==> src/rtl/opb_ppc2user_pkg.sv <==
// Purpose: shared constants for the PPC-to-user write FIFO register block.
// Latency: n/a (package only).
// Backpressure: n/a (package only).
// Contents: register word offsets, STATUS/CONTROL bit positions, bus FSM states.
package opb_ppc2user_pkg;

    // Word offsets within the 256-byte window (byte offset >> 2).
    localparam logic [5:0] REG_DATA    = 6'd0;
    localparam logic [5:0] REG_STATUS  = 6'd1;
    localparam logic [5:0] REG_CONTROL = 6'd2;
    localparam logic [5:0] REG_PUSHCNT = 6'd3;

    // STATUS register bit positions (the fill count sits in the low bits).
    localparam int STAT_OVF_BIT   = 31;
    localparam int STAT_EMPTY_BIT = 17;
    localparam int STAT_FULL_BIT  = 16;

    // CONTROL register bit positions (write-one actions).
    localparam int CTRL_CLR_OVF_BIT = 0;
    localparam int CTRL_FLUSH_BIT   = 1;

    typedef enum logic {
        BUS_IDLE = 1'b0,
        BUS_ACK  = 1'b1
    } bus_state_t;

endpackage

==> src/rtl/sync_fifo_fwft.sv <==
// Purpose: single-clock first-word-fall-through FIFO; head word is visible on dout while non-empty.
// Latency: a pushed word appears on dout the cycle after the push edge.
// Backpressure: push ignored when full (even with a same-cycle pop); pop ignored when empty; flush wins over pop.
// Ports: push/pop/flush strobes, din/dout data, count (0..2^AW), full, empty.
module sync_fifo_fwft #(
    parameter int W  = 32,
    parameter int AW = 4
) (
    input  logic          clk,
    input  logic          rst_n,
    input  logic          push,
    input  logic          pop,
    input  logic          flush,
    input  logic [W-1:0]  din,
    output logic [W-1:0]  dout,
    output logic [AW:0]   count,
    output logic          full,
    output logic          empty
);

    localparam logic [AW:0] DEPTH = {1'b1, {AW{1'b0}}};

    logic [W-1:0]  mem [0:(1<<AW)-1];
    logic [AW-1:0] wr_ptr;
    logic [AW-1:0] rd_ptr;
    logic          push_ok;
    logic          pop_ok;

    assign empty   = (count == '0);
    assign full    = (count == DEPTH);
    // Fullness is judged on the count at the start of the cycle, so a
    // simultaneous pop never opens room for a push.
    assign push_ok = push & ~full;
    assign pop_ok  = pop & ~empty;
    assign dout    = mem[rd_ptr];

    always_ff @(posedge clk) begin
        if (push_ok) begin
            mem[wr_ptr] <= din;
        end
    end

    always_ff @(posedge clk or negedge rst_n) begin
        if (!rst_n) begin
            wr_ptr <= '0;
            rd_ptr <= '0;
            count  <= '0;
        end else if (flush) begin
            wr_ptr <= '0;
            rd_ptr <= '0;
            count  <= '0;
        end else begin
            if (push_ok) wr_ptr <= wr_ptr + 1'b1;
            if (pop_ok)  rd_ptr <= rd_ptr + 1'b1;
            case ({push_ok, pop_ok})
                2'b10:   count <= count + 1'b1;
                2'b01:   count <= count - 1'b1;
                default: count <= count;
            endcase
        end
    end

endmodule

==> src/rtl/opb_register_ppc2user_fifo.sv <==
// Purpose: OPB slave letting the PPC push 32-bit words into a FWFT FIFO drained by user logic.
// Latency: Sl_xferAck one cycle after select is first seen; pushed word visible to user one cycle after ack edge.
// Backpressure: user side valid/ready; bus writes to a full FIFO are dropped and flagged as overflow.
// Ports: OPB slave (ABus/BE/DBus/RNW/select in, Sl_* out), user_data_out/user_valid out, user_ready in.
module opb_register_ppc2user_fifo
    import opb_ppc2user_pkg::*;
#(
    parameter logic [31:0] C_BASEADDR   = 32'h01002200,
    parameter logic [31:0] C_HIGHADDR   = 32'h010022FF,
    parameter int          C_OPB_AWIDTH = 32,
    parameter int          C_OPB_DWIDTH = 32,
    parameter              C_FAMILY     = "virtex6",
    parameter int          FIFO_AW      = 4
) (
    input  logic                      OPB_Clk,
    input  logic                      OPB_Rst_n,
    input  logic [0:C_OPB_AWIDTH-1]   OPB_ABus,
    input  logic [0:C_OPB_DWIDTH/8-1] OPB_BE,
    input  logic [0:C_OPB_DWIDTH-1]   OPB_DBus,
    input  logic                      OPB_RNW,
    input  logic                      OPB_select,
    input  logic                      OPB_seqAddr,
    output logic [0:C_OPB_DWIDTH-1]   Sl_DBus,
    output logic                      Sl_xferAck,
    output logic                      Sl_errAck,
    output logic                      Sl_retry,
    output logic                      Sl_toutSup,
    output logic [31:0]               user_data_out,
    output logic                      user_valid,
    input  logic                      user_ready
);

    // Bus vectors are big-endian numbered; plain assignment maps bus bit
    // [31-i] onto register bit i.
    logic [31:0]      addr;
    logic [31:0]      wdata;
    logic [3:0]       be;
    logic [5:0]       word_off;
    logic [31:0]      wdata_masked;
    logic [31:0]      rd_mux;

    bus_state_t       state;
    logic             sl_xfer_ack;
    logic [31:0]      sl_dbus;
    logic             overflow;
    logic [31:0]      push_cnt;

    logic             hit;
    logic             take;
    logic             push_req;
    logic             ctrl_wr;
    logic             flush;
    logic             ovf_clr;

    logic [31:0]      fifo_dout;
    logic [FIFO_AW:0] fifo_count;
    logic             fifo_full;
    logic             fifo_empty;

    logic             unused_ok;

    assign addr     = OPB_ABus;
    assign wdata    = OPB_DBus;
    assign be       = OPB_BE;
    assign word_off = OPB_ABus[24:29];

    assign hit      = OPB_select && (addr >= C_BASEADDR) && (addr <= C_HIGHADDR);
    // Side effects fire only on the IDLE->ACK edge, so each transaction acts once.
    assign take     = (state == BUS_IDLE) && hit;
    assign push_req = take && !OPB_RNW && (word_off == REG_DATA);
    assign ctrl_wr  = take && !OPB_RNW && (word_off == REG_CONTROL);
    assign flush    = ctrl_wr && wdata[CTRL_FLUSH_BIT];
    assign ovf_clr  = ctrl_wr && wdata[CTRL_CLR_OVF_BIT];

    assign unused_ok = OPB_seqAddr ^ (C_FAMILY == "virtex6");

    // be[k] covers register byte k; disabled bytes are stored as zero.
    always_comb begin
        wdata_masked = '0;
        for (int k = 0; k < 4; k++) begin
            if (be[k]) wdata_masked[8*k +: 8] = wdata[8*k +: 8];
        end
    end

    always_comb begin
        rd_mux = '0;
        case (word_off)
            REG_STATUS: begin
                rd_mux[STAT_OVF_BIT]   = overflow;
                rd_mux[STAT_EMPTY_BIT] = fifo_empty;
                rd_mux[STAT_FULL_BIT]  = fifo_full;
                rd_mux[FIFO_AW:0]      = fifo_count;
            end
            REG_PUSHCNT: rd_mux = push_cnt;
            default:     rd_mux = '0;
        endcase
    end

    always_ff @(posedge OPB_Clk or negedge OPB_Rst_n) begin
        if (!OPB_Rst_n) begin
            state       <= BUS_IDLE;
            sl_xfer_ack <= 1'b0;
            sl_dbus     <= '0;
            overflow    <= 1'b0;
            push_cnt    <= '0;
        end else begin
            sl_xfer_ack <= 1'b0;
            sl_dbus     <= '0;
            case (state)
                BUS_IDLE: begin
                    if (hit) begin
                        state       <= BUS_ACK;
                        sl_xfer_ack <= 1'b1;
                        sl_dbus     <= OPB_RNW ? rd_mux : 32'h0;
                    end
                end
                BUS_ACK: state <= BUS_IDLE;
                default: state <= BUS_IDLE;
            endcase

            if (ovf_clr) begin
                overflow <= 1'b0;
            end else if (push_req && fifo_full) begin
                overflow <= 1'b1;
            end

            if (push_req && !fifo_full) begin
                push_cnt <= push_cnt + 32'd1;
            end
        end
    end

    sync_fifo_fwft #(
        .W  (32),
        .AW (FIFO_AW)
    ) u_fifo (
        .clk   (OPB_Clk),
        .rst_n (OPB_Rst_n),
        .push  (push_req),
        .pop   (user_ready),
        .flush (flush),
        .din   (wdata_masked),
        .dout  (fifo_dout),
        .count (fifo_count),
        .full  (fifo_full),
        .empty (fifo_empty)
    );

    assign Sl_DBus       = sl_dbus;
    assign Sl_xferAck    = sl_xfer_ack;
    assign Sl_errAck     = 1'b0;
    assign Sl_retry      = 1'b0;
    assign Sl_toutSup    = 1'b0;
    assign user_data_out = fifo_dout;
    assign user_valid    = ~fifo_empty;

endmodule

==> config.mk <==
export PLATFORM = sky130hd
export DESIGN_NAME = opb_register_ppc2user_fifo
export DESIGN_NICKNAME = d
export VERILOG_FILES = /design/src/rtl/opb_ppc2user_pkg.sv /design/src/rtl/sync_fifo_fwft.sv /design/src/rtl/opb_register_ppc2user_fifo.sv
export SDC_FILE = /design/constraint.sdc
export NUM_CORES = 1
export LEC_CHECK = 0
export ABC_AREA = 1
export BUFFER_PORTS_ARGS = -buffer_cell sky130_fd_sc_hd__buf_2
export CAP_MARGIN = 20
export CORE_ASPECT_RATIO = 0.5
export CORE_MARGIN = 3
export CORE_UTILIZATION = 25
export DETAILED_ROUTE_END_ITERATION = 8
export HOLD_SLACK_MARGIN = 0.05
export SETUP_SLACK_MARGIN = 0.4
export SYNTH_ARGS = -nofsm -noshare
export SYNTH_HDL_FRONTEND = slang
export SYNTH_SLANG_ARGS = --single-unit
==> constraint.sdc <==
create_clock -name OPB_Clk -period 7.3 [get_ports OPB_Clk]
set_input_delay 0.73 -clock OPB_Clk [delete_from_list [all_inputs] [get_ports OPB_Clk]]
set_output_delay 0.73 -clock OPB_Clk [all_outputs]
set_load 0.02 [all_outputs]
; ---- Word level (Yosys, flattened, before mapping)
; Memory sizes are Yosys's and may differ from the RTL's.
; Index checks and enable logic that the tools add are counted.
[classes]
addsub = 5
order_cmp = 2
n_eq_ne = 6
mux = 25
bitwise_logic = 5
n_reduce_logical = 18
[ops]
columns = op, n
row1 = $mux 32, 3
row2 = $add 32x1->32 const B, 1
row3 = $ge 32x25->1 const B, 1
row4 = $le 32x25->1 const B, 1
row5 = $mux 8, 4
row6 = $pmux 5 s2, 2
row7 = $mux 4, 4
row8 = $mux 13, 1
row9 = $eq 6x2->1 const B, 2
row10 = $mux 11, 1
row11 = $logic_and 1x1->1, 10
row12 = $add 4x1->4 const B, 2
row13 = $eq 6x1->1 const B, 1
row14 = $logic_not 6->1, 1
row15 = $mux 1, 6
row16 = $reduce_bool 2->1, 3
row17 = $add 5x1->5 const B, 1
row18 = $eq 5x5->1 const B, 1
row19 = $logic_not 5->1, 1
row20 = $mux 5, 1
row21 = $sub 5x1->5 const B, 1
row22 = $pmux 1 s2, 2
row23 = $pmux 2 s2, 1
row24 = $not 1->1, 3
row25 = other kinds (5), 7
[word_totals]
regBits = 80
ram_bits = 512
inputBits = 74
output_inout_bits = 69
memories = 1
[memory_table]
columns = name, words, word_bits, rd, rd_ports_with_merged_regs, write_ports, line
row1 = u_fifo.mem, 16, 32, 1, 0, 1, sync_fifo_fwft.sv:23  ; logic [W-1:0] mem [0:(1<<AW)-1];

; ---- Longest topological paths before layout
; Gate-level depths: netlist of run 1.
[depth]
ltp_word = 10
ltp_mapped = 19
mapped_depth_nobuf = 19

; ---- Modules after synthesis
; A second synthesis of run 1 with hierarchy kept.
[hier_totals]
cells_unflattened = 1960
area_unflattened_um2 = 24282.0
[modules_own_cells]
columns = mod, instances, cells_per_inst, area_each_um2, seq_area_each_um2
row1 = sync_fifo_fwft, 1, 1487, 20702.4, 15700.1
row2 = opb_register_ppc2user_fifo, 1, 473, 3579.7, 1651.6

; ---- Worst setup path before layout of run 1
; Ideal clock, no wire load.
[synth_timing]
path_type = input to register
from = input port OPB_ABus[15] (netlist bit)
to = memory u_fifo.mem[11][0] (enable)
setup_time_ns = 0.421
t_arrival_ns = 3.141
required_time_ns = 6.879
slack_ns = 3.738
stages = 8
n_path_buf = 0
path_cell_list = or2_1 > nor3_1 > nand2_1 > nor3_4 > nand4_1 > nor2_1 > nand2_1 > nor2_1
[synth_between]
elab_chain_len = 9
word_cells_on_any_way = 10
[synth_rtl]
columns = element, line
row1 = from (decl), opb_register_ppc2user_fifo.sv:17  ; input logic [0:C_OPB_AWIDTH-1] OPB_ABus,
row2 = $ge 32x25->1, opb_register_ppc2user_fifo.sv:67  ; assign hit = OPB_select && (addr >= C_BASEADDR) && (addr <= C_HIGHADDR);
row3 = $logic_and 1x1->1, opb_register_ppc2user_fifo.sv:67
row4 = $logic_and 1x1->1 (*), opb_register_ppc2user_fifo.sv:67
row5 = $logic_and 1x1->1 (*), opb_register_ppc2user_fifo.sv:69  ; assign take = (state == BUS_IDLE) && hit;
row6 = $logic_and 1x1->1 (*) (2 in series), opb_register_ppc2user_fifo.sv:70  ; assign push_req = take && !OPB_RNW && (word_off == REG_DATA);
row7 = $and 1x1->1 (*), sync_fifo_fwft.sv:33  ; assign push_ok = push & ~full;
row8 = $mux 1 (*), sync_fifo_fwft.sv:38  ; if (push_ok) begin
row9 = $mux 1 (implied by the code) (*), sync_fifo_fwft.sv:39  ; mem[wr_ptr] <= din;
row10 = to (decl), sync_fifo_fwft.sv:23
; Every way passes the cells marked *; elsewhere a longest branch is shown, timed or not.

; ---- Worst setup path in the final report of run 1
[layout_timing]
from = register u_fifo.rd_ptr[1]
to = output port user_data_out[28]
[layout_between]
elab_chain_len = 1
[layout_rtl]
columns = element, line
row1 = from (decl), sync_fifo_fwft.sv:25  ; logic [AW-1:0] rd_ptr;
row2 = from (signal assigned), sync_fifo_fwft.sv:54  ; if (pop_ok) rd_ptr <= rd_ptr + 1'b1;
row3 = $mem_v2 16x32, --
row4 = to (decl), opb_register_ppc2user_fifo.sv:28  ; output logic [31:0] user_data_out,
; Every way passes these cells.

==> metrics.csv, run 1 <==
stage;metric;value;unit
synthesis;synth_seq_area_share;69.8;%
synthesis;synth_edf_count;512;
clock_network;root_buffer;clkbuf_16;
timing;worst_slew_pin_slew;1.04;ns
synthesis;synth.top_cell.area_share;61.9;%
clock_network;clock_path_buffers;3;
cells_and_area;final_common_cell;edfxtp_1;
power_and_ir_drop;ir_drop;0.229;mV
route;routedWlPerCell;17.1;µm
cells_and_area;area_delta_synth_final;16.8;%
global_route;grt_max_degree;212;
place;io_buffers;138;
worst_setup_path;critPathCaptureType;primary output;
place;dp_hpwl;30.7;mm
cells_and_area;antenna_cells;0;
clock_network;cts_buffers;58;
floorplanning;ios;143;
synthesis;synthFlopType;edfxtp_1;
run_status;outcome;complete, no violations;
synthesis;ys_ff_latch;591;
route;drt_iter0_drc;1256;
power_and_ir_drop;power_density;299;nW/µm²
floorplanning;dieArea;103000;µm²
synthesis;synth_warnings;0;
timing;hold_violations;0;
floorplanning;dieHeight;229;µm
worst_setup_path;path_max_fanout;48;
clock_network;clock_latency;0.64;ns
global_route;grt_overflow_total;0;
timing;finalSetupViolCount;0;
place;pre_cts_ws;3.60;ns
cells_and_area;final_design_area_no_fill;29000;µm²
timing;max_freq;233;MHz
route;dr.pass1.iters;7;
worst_setup_path;cp.required;6.57;ns
place;place_area;27100;µm²
worst_setup_path;cp.arrival;3.56;ns
cells_and_area;final_util;29.6;%
worst_setup_path;critPathLaunchType;flip-flop;
global_route;grt_util_all_layers;11.2;%
global_route;grt_antenna_before_repair;0;
synthesis;synth_area_per_cell;12.6;µm²
floorplanning;chipWidth;452;µm
floorplanning;fp.coreArea;98100;µm²
route;drc_errors;0;
route;routed_wl;59.4;mm
clock_network;clk_pin_slew;0.06;ns
clock_network;post_cts_buffers;0;
timing;rsz0062_at_grt;no;
power_and_ir_drop;power_leakage;10.2;nW
global_route;grt_pass1_wl;90.6;mm
cells_and_area;layout.nets;2175;
worst_setup_path;crit_type;reg2out;
synthesis;synth_top_cell_by_area;edfxtp_1;
floorplanning;initial_utilization;25.3;%
timing;slew_viol_final;0;
timing;layout_setup_ws;3.01;ns
clock_network;clock-sinks;591;
place;gp_congestion;0.844;
synthesis;syn-instance-count;1974;
route;via_per_inst;4.43;
timing;fin_crit_sh;58.8;%
clock_network;cts_resized;0;
timing;finalCriticalPeriod;4.29;ns
timing;final.setup_skew;0.0336;ns
route;drtAntennaViolNets;0;
timing;slew_headroom;30.4;%
synthesis;synthTopCellsByArea;edfxtp_1, dfrtp_1, mux2i_1;
synthesis;yosysUniqueCellTypes;41;
cells_and_area;final_cell_mix;edfxtp_1, inv_1, nand2_1, o21ai_0, buf_2;
cells_and_area;drive_above_1_share;13.9;%
synthesis;synthArstFlopShare;13.4;%
job;maxCapViolCount;0;
floorplanning;rows;81;
route;routed-via-count;15300;
clock_network;cts_tree;yes;
clock_network;cts_hold_buf;1;
hold_path;hold_class;in2reg;
global_route;grt_pass1_vias;15200;
synthesis;syn-cell-area;24800;µm²
timing;fin_tns_setup;0;ns
clock_network;htreeDepth;2;
-- where the power goes --
part           internal, mW  switching, mW  leakage [nW]  total (mW)
Combinational         0.686           1.23          4.17        1.92
Sequential             3.68          0.126          5.11        3.81
Clock                  1.68           1.27         0.913        2.95
-- registers in the layout, summed over array words and instances, names as in the netlist --
name,count
u_fifo.mem,512
Sl_DBus,32
push_cnt,32
u_fifo.count,5
u_fifo.rd_ptr,4
u_fifo.wr_ptr,4
Sl_xferAck,1
overflow,1
-- through the flow --
step,instances,power [mW],hold WS (ns)
finish,3466,8.67,0.303
global route,3466,9.11,0.266
CTS,3465,8.74,0.256
detailed placement,3360,5.80,0.464
global placement,3360,5.77,0.459
floorplan,1976,5.27,0.434
-- area by class of cell --
class | instances | area, µm²
inverters | 235 | 887
multi-input cells | 1040 | 6280
flip-flops and latches | 591 | 17400
clock buffers | 71 | 1500
well taps | 1328 | 1660
repair buffers | 168 | 953
clock inverters | 33 | 375
fillers | 9966 | 69100
-- path summary, 6_finish.rpt --
| path | from | endpoint | slack [ns] | cells past startpoint |
|---|---|---|---|---|
| min in group asynchronous | OPB_Rst_n | Sl_DBus[10] | 0.62 | 2 |
| max in group asynchronous | OPB_Rst_n | u_fifo.rd_ptr[2] | 5.67 | 3 |
| min reg2reg | push_cnt[30] | push_cnt[30] | 0.48 | 2 |
| max reg2reg | Sl_xferAck | u_fifo.mem[12][9] | 4.45 | 8 |
| max | u_fifo.rd_ptr[1] | user_data_out[28] | 3.01 | 8 |
| min | OPB_DBus[31] | overflow | 0.30 | 2 |
-- kinds of logic after synthesis --
kind of cell | after synthesis | synth area share [%]
flops | 591 | 69.8
compound gates | 443 | 10.4
simple gates | 426 | 7.74
buf+inv | 345 | 5.37
mux | 128 | 5.16
xor+xnor | 33 | 1.16
fa+ha+maj | 7 | 0.353
other cells | 1 | 0.0151
-- cells in the mapped netlist, types with 3 or more instances --
| cell | instances |
|---|---|
| nor3_2 | 3 |
| nor3_1 | 38 |
| edfxtp_1 | 512 |
| nor2_2 | 9 |
| clkbuf_1 | 77 |
| o21ai_0 | 165 |
| xor2_1 | 32 |
| nor4_1 | 3 |
| nand2_2 | 5 |
| buf_4 | 3 |
| mux2i_1 | 128 |
| nand3_1 | 53 |
| nor2_1 | 80 |
| nand4_1 | 28 |
| buf_2 | 22 |
| a21oi_1 | 136 |
| a22oi_1 | 7 |
| buf_1 | 8 |
| inv_1 | 232 |
| o211ai_1 | 128 |
| nand2_1 | 195 |
| dfrtp_1 | 79 |
| ha_1 | 7 |
-- worst max-delay path, stage by stage, from the launching register on --
cell	delay, ns
dfrtp_4	0.81
buf_4	0.62
buf_4	0.64
a21oi_1	0.09
o21ai_0	0.10
o21ai_0	0.11
o211ai_1	0.21
nand2_1	0.13
buf_2	0.18
-- layer usage --
layer | vias up | track usage [%] | routed length, µm
met1 | 7624 | 14.5 | 25900
li1 | 7306 | - | -
met2 | 340 | 19.4 | 29400
met3 | 78 | 1.57 | 2770
met4 | 0 | 3.13 | 1320
met5 | - | 0 | 0
(Power assumes the default switching activity.)
==> run 2: changes to the inputs <==
==> constraint.sdc (replaced) <==
create_clock -name OPB_Clk -period 3.45 [get_ports OPB_Clk]
set_input_delay 0.345 -clock OPB_Clk [delete_from_list [all_inputs] [get_ports OPB_Clk]]
set_output_delay 0.345 -clock OPB_Clk [all_outputs]
set_load 0.02 [all_outputs]
==> run 2 against run 1 <==
Against the previous run:
- first-iteration DRC count decreased by 13%
- sequential share of layout area decreased by 0.94 points
- sequential cell count unchanged
- sequential power is 110% higher
- utilization is 0.47 points higher
- via count is 0.65% higher
- cell count is 0.61% higher
- hold slack worse by 0.17 ns
- count of clock-buffer cells in the layout decreased by 6
- clock power rose by 110%
- critical path type unchanged
- largest power group unchanged
==> metrics.csv, run 2 (synthesized netlist as in run 1, its figures left out) <==
stage;metric;value;unit
worst_setup_path;slowest_stage;dfrtp_4;
global_route;grt_max_degree;80;
cells_and_area;drive_above_1_share;14.6;%
floorplanning;initial_utilization;25.3;%
floorplanning;rows;81;
cells_and_area;largest_reg_flops;512;
place;gp_congestion;0.848;
timing;fin_tns_setup;0;ns
worst_setup_path;crit_type;reg2out;
worst_setup_path;crit_chain;inv_4, buf_12, o21ai_0, o211ai_1, nand2_1, buf_2;
global_route;grt_pass1_wl;90.1;mm
worst_setup_path;critPathLaunchType;flip-flop;
place;io_buffers;138;
cells_and_area;final_common_cell;edfxtp_1;
timing;finalCriticalPeriod;2.87;ns
route;routed-via-count;15400;
timing;rsz0062_at_grt;no;
worst_setup_path;critPathCaptureType;primary output;
floorplanning;fp.coreArea;98100;µm²
global_route;grt_util_all_layers;11.0;%
power_and_ir_drop;ir_drop;0.468;mV
clock_network;htreeDepth;2;
floorplanning;dieArea;103000;µm²
power_and_ir_drop;power_density;636;nW/µm²
place;dp_hpwl;34.1;mm
worst_setup_path;cp.arrival;2.52;ns
route;via_per_inst;4.43;
route;drtAntennaViolNets;0;
run_status;outcome;complete, no violations;
route;dr.pass1.iters;5;
timing;fin_crit_sh;83.1;%
timing;slew_headroom;40.8;%
clock_network;cts_tree;yes;
global_route;grt_pass1_vias;15100;
route;routed_wl;58.8;mm
timing;final.setup_skew;0.0389;ns
cells_and_area;area_delta_synth_final;18.7;%
cells_and_area;layout.nets;2195;
hold_path;worstHoldStart;OPB_DBus[30];
job;maxCapViolCount;0;
worst_setup_path;path_max_fanout;65;
worst_setup_path;cp.required;3.11;ns
route;drt_iter0_drc;1087;
power_and_ir_drop;power_leakage;10.4;nW
route;routedWlPerCell;16.8;µm
timing;slew_viol_final;0;
worst_setup_path;worst-path-buf-inv;3;
timing;finalSetupViolCount;0;
floorplanning;chipWidth;452;µm
hold_path;hold_class;in2reg;
clock_network;root_buffer;clkbuf_16;
timing;layout_setup_ws;0.584;ns
cells_and_area;final_cell_mix;edfxtp_1, inv_1, nand2_1, o21ai_0, buf_2;
worst_setup_path;critical_path.max_stage_delay;0.63;ns
clock_network;clock_path_buffers;3;
floorplanning;dieHeight;229;µm
timing;hold_violations;0;
timing;max_freq;349;MHz
global_route;grt_antenna_before_repair;0;
floorplanning;ios;143;
clock_network;clock-sinks;591;
place;pre_cts_ws;0.560;ns
worst_setup_path;crit_family;flip-flops;
worst_setup_path;crit_start;u_fifo.rd_ptr[1];
clock_network;clk_pin_slew;0.06;ns
worst_setup_path;rr_startpoint;u_fifo.count[3];
route;drc_errors;0;
clock_network;cts_buffers;56;
cells_and_area;top_register;u_fifo.mem;
timing;worst_slew_pin_slew;0.886;ns
global_route;grt_overflow_total;0;
cells_and_area;antenna_cells;0;
clock_network;clock_latency;0.62;ns
-- run 2: changes by cell type in the layout (fill, tap and decap cells not counted), moves of 2 or more --
cell,previous run,this run
clkinv_1,10,18
clkbuf_1,13,7
buf_12,1,22
buf_4,28,22
clkinv_4,0,2
buf_6,0,2
clkinv_2,13,10
dlygate4sd3_1,1,4
-- run 2: area by class of cell --
class	count	area (µm²)
Clock inverter	38	397
Multi-Input combinational cell	1040	6290
Fill cell	9840	68600
Inverter	235	888
Sequential cell	591	17400
Tap cell	1328	1660
Clock buffer	65	1460
Timing Repair Buffer	190	1420
-- run 2: worst reg2reg max path: cells and delay by family, from the launching register on --
kind / cells / cell delay [ns]
adders and majority gates: 1 / 0.13
buffers and inverters: 2 / 0.10
DFF: 1 / 0.43
and+or+nand+nor: 12 / 1.88
-- run 2: metal layers --
layer	part of all wire (%)	vias up	GRT usage, %	routed length, µm
met5	0	-	0	0
met4	1.8	0	2.43	1060
met3	4.4	70	1.65	2560
met2	50	311	18.9	29200
met1	44	7723	14.6	26000
li1	-	7344	-	-
-- run 2: path summary, 6_finish.rpt --
check | slack [ns] | endpoint | cells past startpoint
worst max-delay path | 0.58 | user_data_out[0] | 6
worst min-delay path | 0.13 | u_fifo.rd_ptr[1] | 4
worst max register to register | 0.81 | u_fifo.count[4] | 15
worst min register to register | 0.49 | push_cnt[30] | 2
max in group asynchronous | 2.66 | u_fifo.rd_ptr[1] | 3
min in group asynchronous | 0.17 | Sl_DBus[9] | 2
-- run 2: what timing repair did --
action | CTS | global route
endpoints found under the hold margin | 81 | 0
hold buffers | 4 | 0
endpoints found under the setup margin | 18 | 24
gates resized for setup | 0 | 3
pin swaps | 0 | 0
setup buffers | 1 | 2
-- run 2: metrics by stage --
step	util [%]	area [µm²]	std cells	power (mW)	hold slack (ns)
3_5_place_dp	28.0	27500	3376	12.6	0.483
6_report	30.1	29500	3487	18.8	0.134
4_1_cts	30.0	29400	3484	18.9	0.0993
3_3_place_gp	28.0	27500	3376	12.6	0.456
5_1_grt	30.1	29500	3487	19.6	0.159
2_1_floorplan	-	24900	1976	11.1	0.0494
-- run 2: report_power, final --
group,total [mW],internal (mW),switching [mW],leakage [nW]
clock,6.21,3.56,2.64,0.912
combinational,4.63,1.63,3.00,4.36
sequential,7.92,7.79,0.131,5.11
total,18.8,13.0,5.77,10.4
==> run 3: changes to the inputs <==
==> constraint.sdc (replaced) <==
create_clock -name OPB_Clk -period 2.4 [get_ports OPB_Clk]
set_input_delay 0.24 -clock OPB_Clk [delete_from_list [all_inputs] [get_ports OPB_Clk]]
set_output_delay 0.24 -clock OPB_Clk [all_outputs]
set_load 0.02 [all_outputs]
==> run 3 against run 2 <==
Against the previous run:
- the run now ends with negative setup slack left
- global-route usage is 2.4 points higher
- final area up 17%
- first-iteration DRC count up 69%
- critical path type unchanged
- largest power group unchanged
==> metrics.csv, run 3 (synthesized netlist as in run 1, its figures left out) <==
stage;metric;value;unit
worst_setup_path;cp.arrival;2.46;ns
timing;worst_slew_pin_slew;0.790;ns
clock_network;root_buffer;clkbuf_16;
floorplanning;ios;143;
floorplanning;chipWidth;452;µm
cells_and_area;layout.nets;2412;
timing;rsz0062_at_grt;yes;
timing;finalSetupViolCount;32;
power_and_ir_drop;power_leakage;12.4;nW
hold_path;hold_class;in2reg;
worst_setup_path;r2r_cells;12;
timing;hold_violations;0;
worst_setup_path;ff2ff_setup_slack;0.15;ns
worst_setup_path;rr_startpoint;Sl_xferAck;
cells_and_area;area_delta_synth_final;38.5;%
hold_path;min_path_cells;6;
timing;slew_viol_final;0;
floorplanning;initial_utilization;25.3;%
worst_setup_path;slowest_stage;dfrtp_4;
place;io_buffers;138;
clock_network;htreeDepth;2;
global_route;grt_pass1_wl;106;mm
hold_path;hold_end;u_fifo.rd_ptr[1];
floorplanning;dieHeight;229;µm
worst_setup_path;critPathCaptureType;primary output;
job;maxCapViolCount;0;
timing;holdWs;0.117;ns
place;gp_congestion;0.818;
cells_and_area;final_cell_mix;edfxtp_1, inv_1, nand2_1, o211ai_1, mux2i_1;
hold_path;worstHoldStart;user_ready;
route;routed_wl;76.5;mm
route;drtAntennaViolNets;0;
route;dr.pass1.iters;6;
worst_setup_path;crit_type;reg2out;
power_and_ir_drop;power_density;916;nW/µm²
route;routed-via-count;17300;
clock_network;clk_pin_slew;0.06;ns
power_and_ir_drop;ir_drop;0.709;mV
cells_and_area;n_fill_cell;9339;
clock_network;clock_latency;0.64;ns
clock_network;clock_path_buffers;3;
clock_network;clock-sinks;591;
timing;layout_setup_ws;-0.304;ns
worst_setup_path;crit_family;buffers and inverters;
cells_and_area;final_common_cell;edfxtp_1;
timing;slew_headroom;47.3;%
clock_network;cts_buffers;58;
worst_setup_path;crit_top_cell;buf_16;
run_status;outcome;finished with violations;
route;drc_errors;0;
route;routedWlPerCell;20.6;µm
clock_network;cts_tree;yes;
route;via_per_inst;4.66;
cells_and_area;final_util;35.1;%
global_route;grt_max_degree;68;
global_route;grt_antenna_before_repair;0;
worst_setup_path;r2r_end;u_fifo.mem[9][23];
cells_and_area;largest_reg_flops;512;
worst_setup_path;crit_chain;buf_12, buf_16, buf_16, mux2i_1, o211ai_1, nand3_1, nand2_2, buf_6;
worst_setup_path;critical_path.max_stage_delay;0.53;ns
global_route;grt_overflow_total;0;
route;drt_iter0_drc;1837;
place;dp_hpwl;37.6;mm
run_status;violations;negative setup slack;
timing;finalCriticalPeriod;2.70;ns
global_route;grt_pass1_vias;16800;
cells_and_area;antenna_cells;0;
worst_setup_path;critPathLaunchType;flip-flop;
timing;max_freq;370;MHz
cells_and_area;drive_above_1_share;27.6;%
cells_and_area;top_register;u_fifo.mem;
global_route;grt_util_all_layers;13.4;%
worst_setup_path;cp.required;2.16;ns
worst_setup_path;path_max_fanout;7;
worst_setup_path;worst-path-buf-inv;4;
timing;fin_crit_sh;113;%
floorplanning;dieArea;103000;µm²
floorplanning;fp.coreArea;98100;µm²
timing;final.setup_skew;0.0398;ns
floorplanning;rows;81;
run 3: per-stage QoR:
| step | cell area [µm²] | setup WS [ns] | TNS, ns | cells | power [mW] |
|---|---|---|---|---|---|
| floorplan | 25000 | 0.0945 | 0 | 1976 | 16.0 |
| global placement | 28100 | -0.144 | -39.47 | 3420 | 18.5 |
| detailed placement | 28100 | -0.0728 | -9.85 | 3420 | 18.5 |
| CTS | 32700 | -0.310 | -7.00 | 3638 | 30.7 |
| global route | 34400 | -0.391 | -9.36 | 3705 | 32.7 |
| finish | 34400 | -0.304 | -6.43 | 3705 | 31.5 |
run 3: layout make-up:
| type | instances | area, µm² | area share [%] |
|---|---|---|---|
| Tap cell | 1328 | 1660 | 4.83 |
| Clock inverter | 34 | 319 | 0.927 |
| Timing Repair Buffer | 405 | 5740 | 16.7 |
| Clock buffer | 72 | 1540 | 4.47 |
| Inverter | 235 | 915 | 2.66 |
| Sequential cell | 591 | 17400 | 50.5 |
| Multi-Input combinational cell | 1040 | 6880 | 20.0 |
run 3: tightest hold or removal path, delay by kind of cell:
family	cells	cell delay, ns
AO/OA/AOI/OAI	1	0.09
buffers and inverters	3	0.23
AND/OR/NAND/NOR	2	0.12
run 3: report_power, final:
part / switching, mW / total, mW / internal, mW
Sequential: 0.0751 / 11.3 / 11.2
Combinational: 5.91 / 11.2 / 5.32
Clock: 3.99 / 9.00 / 5.01
run 3: how the worst max path moves through the flow:
stage	start	endpoint	depth (start not counted)	slack [ns]
after floorplan	Sl_xferAck	u_fifo.mem[3][0]	7	0.09
after global placement	OPB_ABus[16]	u_fifo.mem[15][26]	12	-0.14
after detailed placement	OPB_ABus[16]	u_fifo.mem[7][14]	12	-0.07
after CTS	u_fifo.rd_ptr[0]	user_data_out[14]	7	-0.31
after global routing	u_fifo.rd_ptr[0]	user_data_out[14]	8	-0.39
final	u_fifo.rd_ptr[0]	user_data_out[21]	8	-0.30
run 3: layer usage:
metal / GRT usage (%) / routed length [µm]
met1: 17.0 / 30600
met4: 4.49 / 2230
met2: 23.0 / 38700
met5: 0 / 0
met3: 2.19 / 4920
run 3: what timing repair did:
item                                    4_1_cts  5_1_grt
hold buffers                                  5        0
endpoints found under the hold margin        64        0
endpoints found under the setup margin      555      565
cloned                                       44       37
gates resized for setup                     303      159
pin swaps                                    96       92
buffers inserted                             63       30
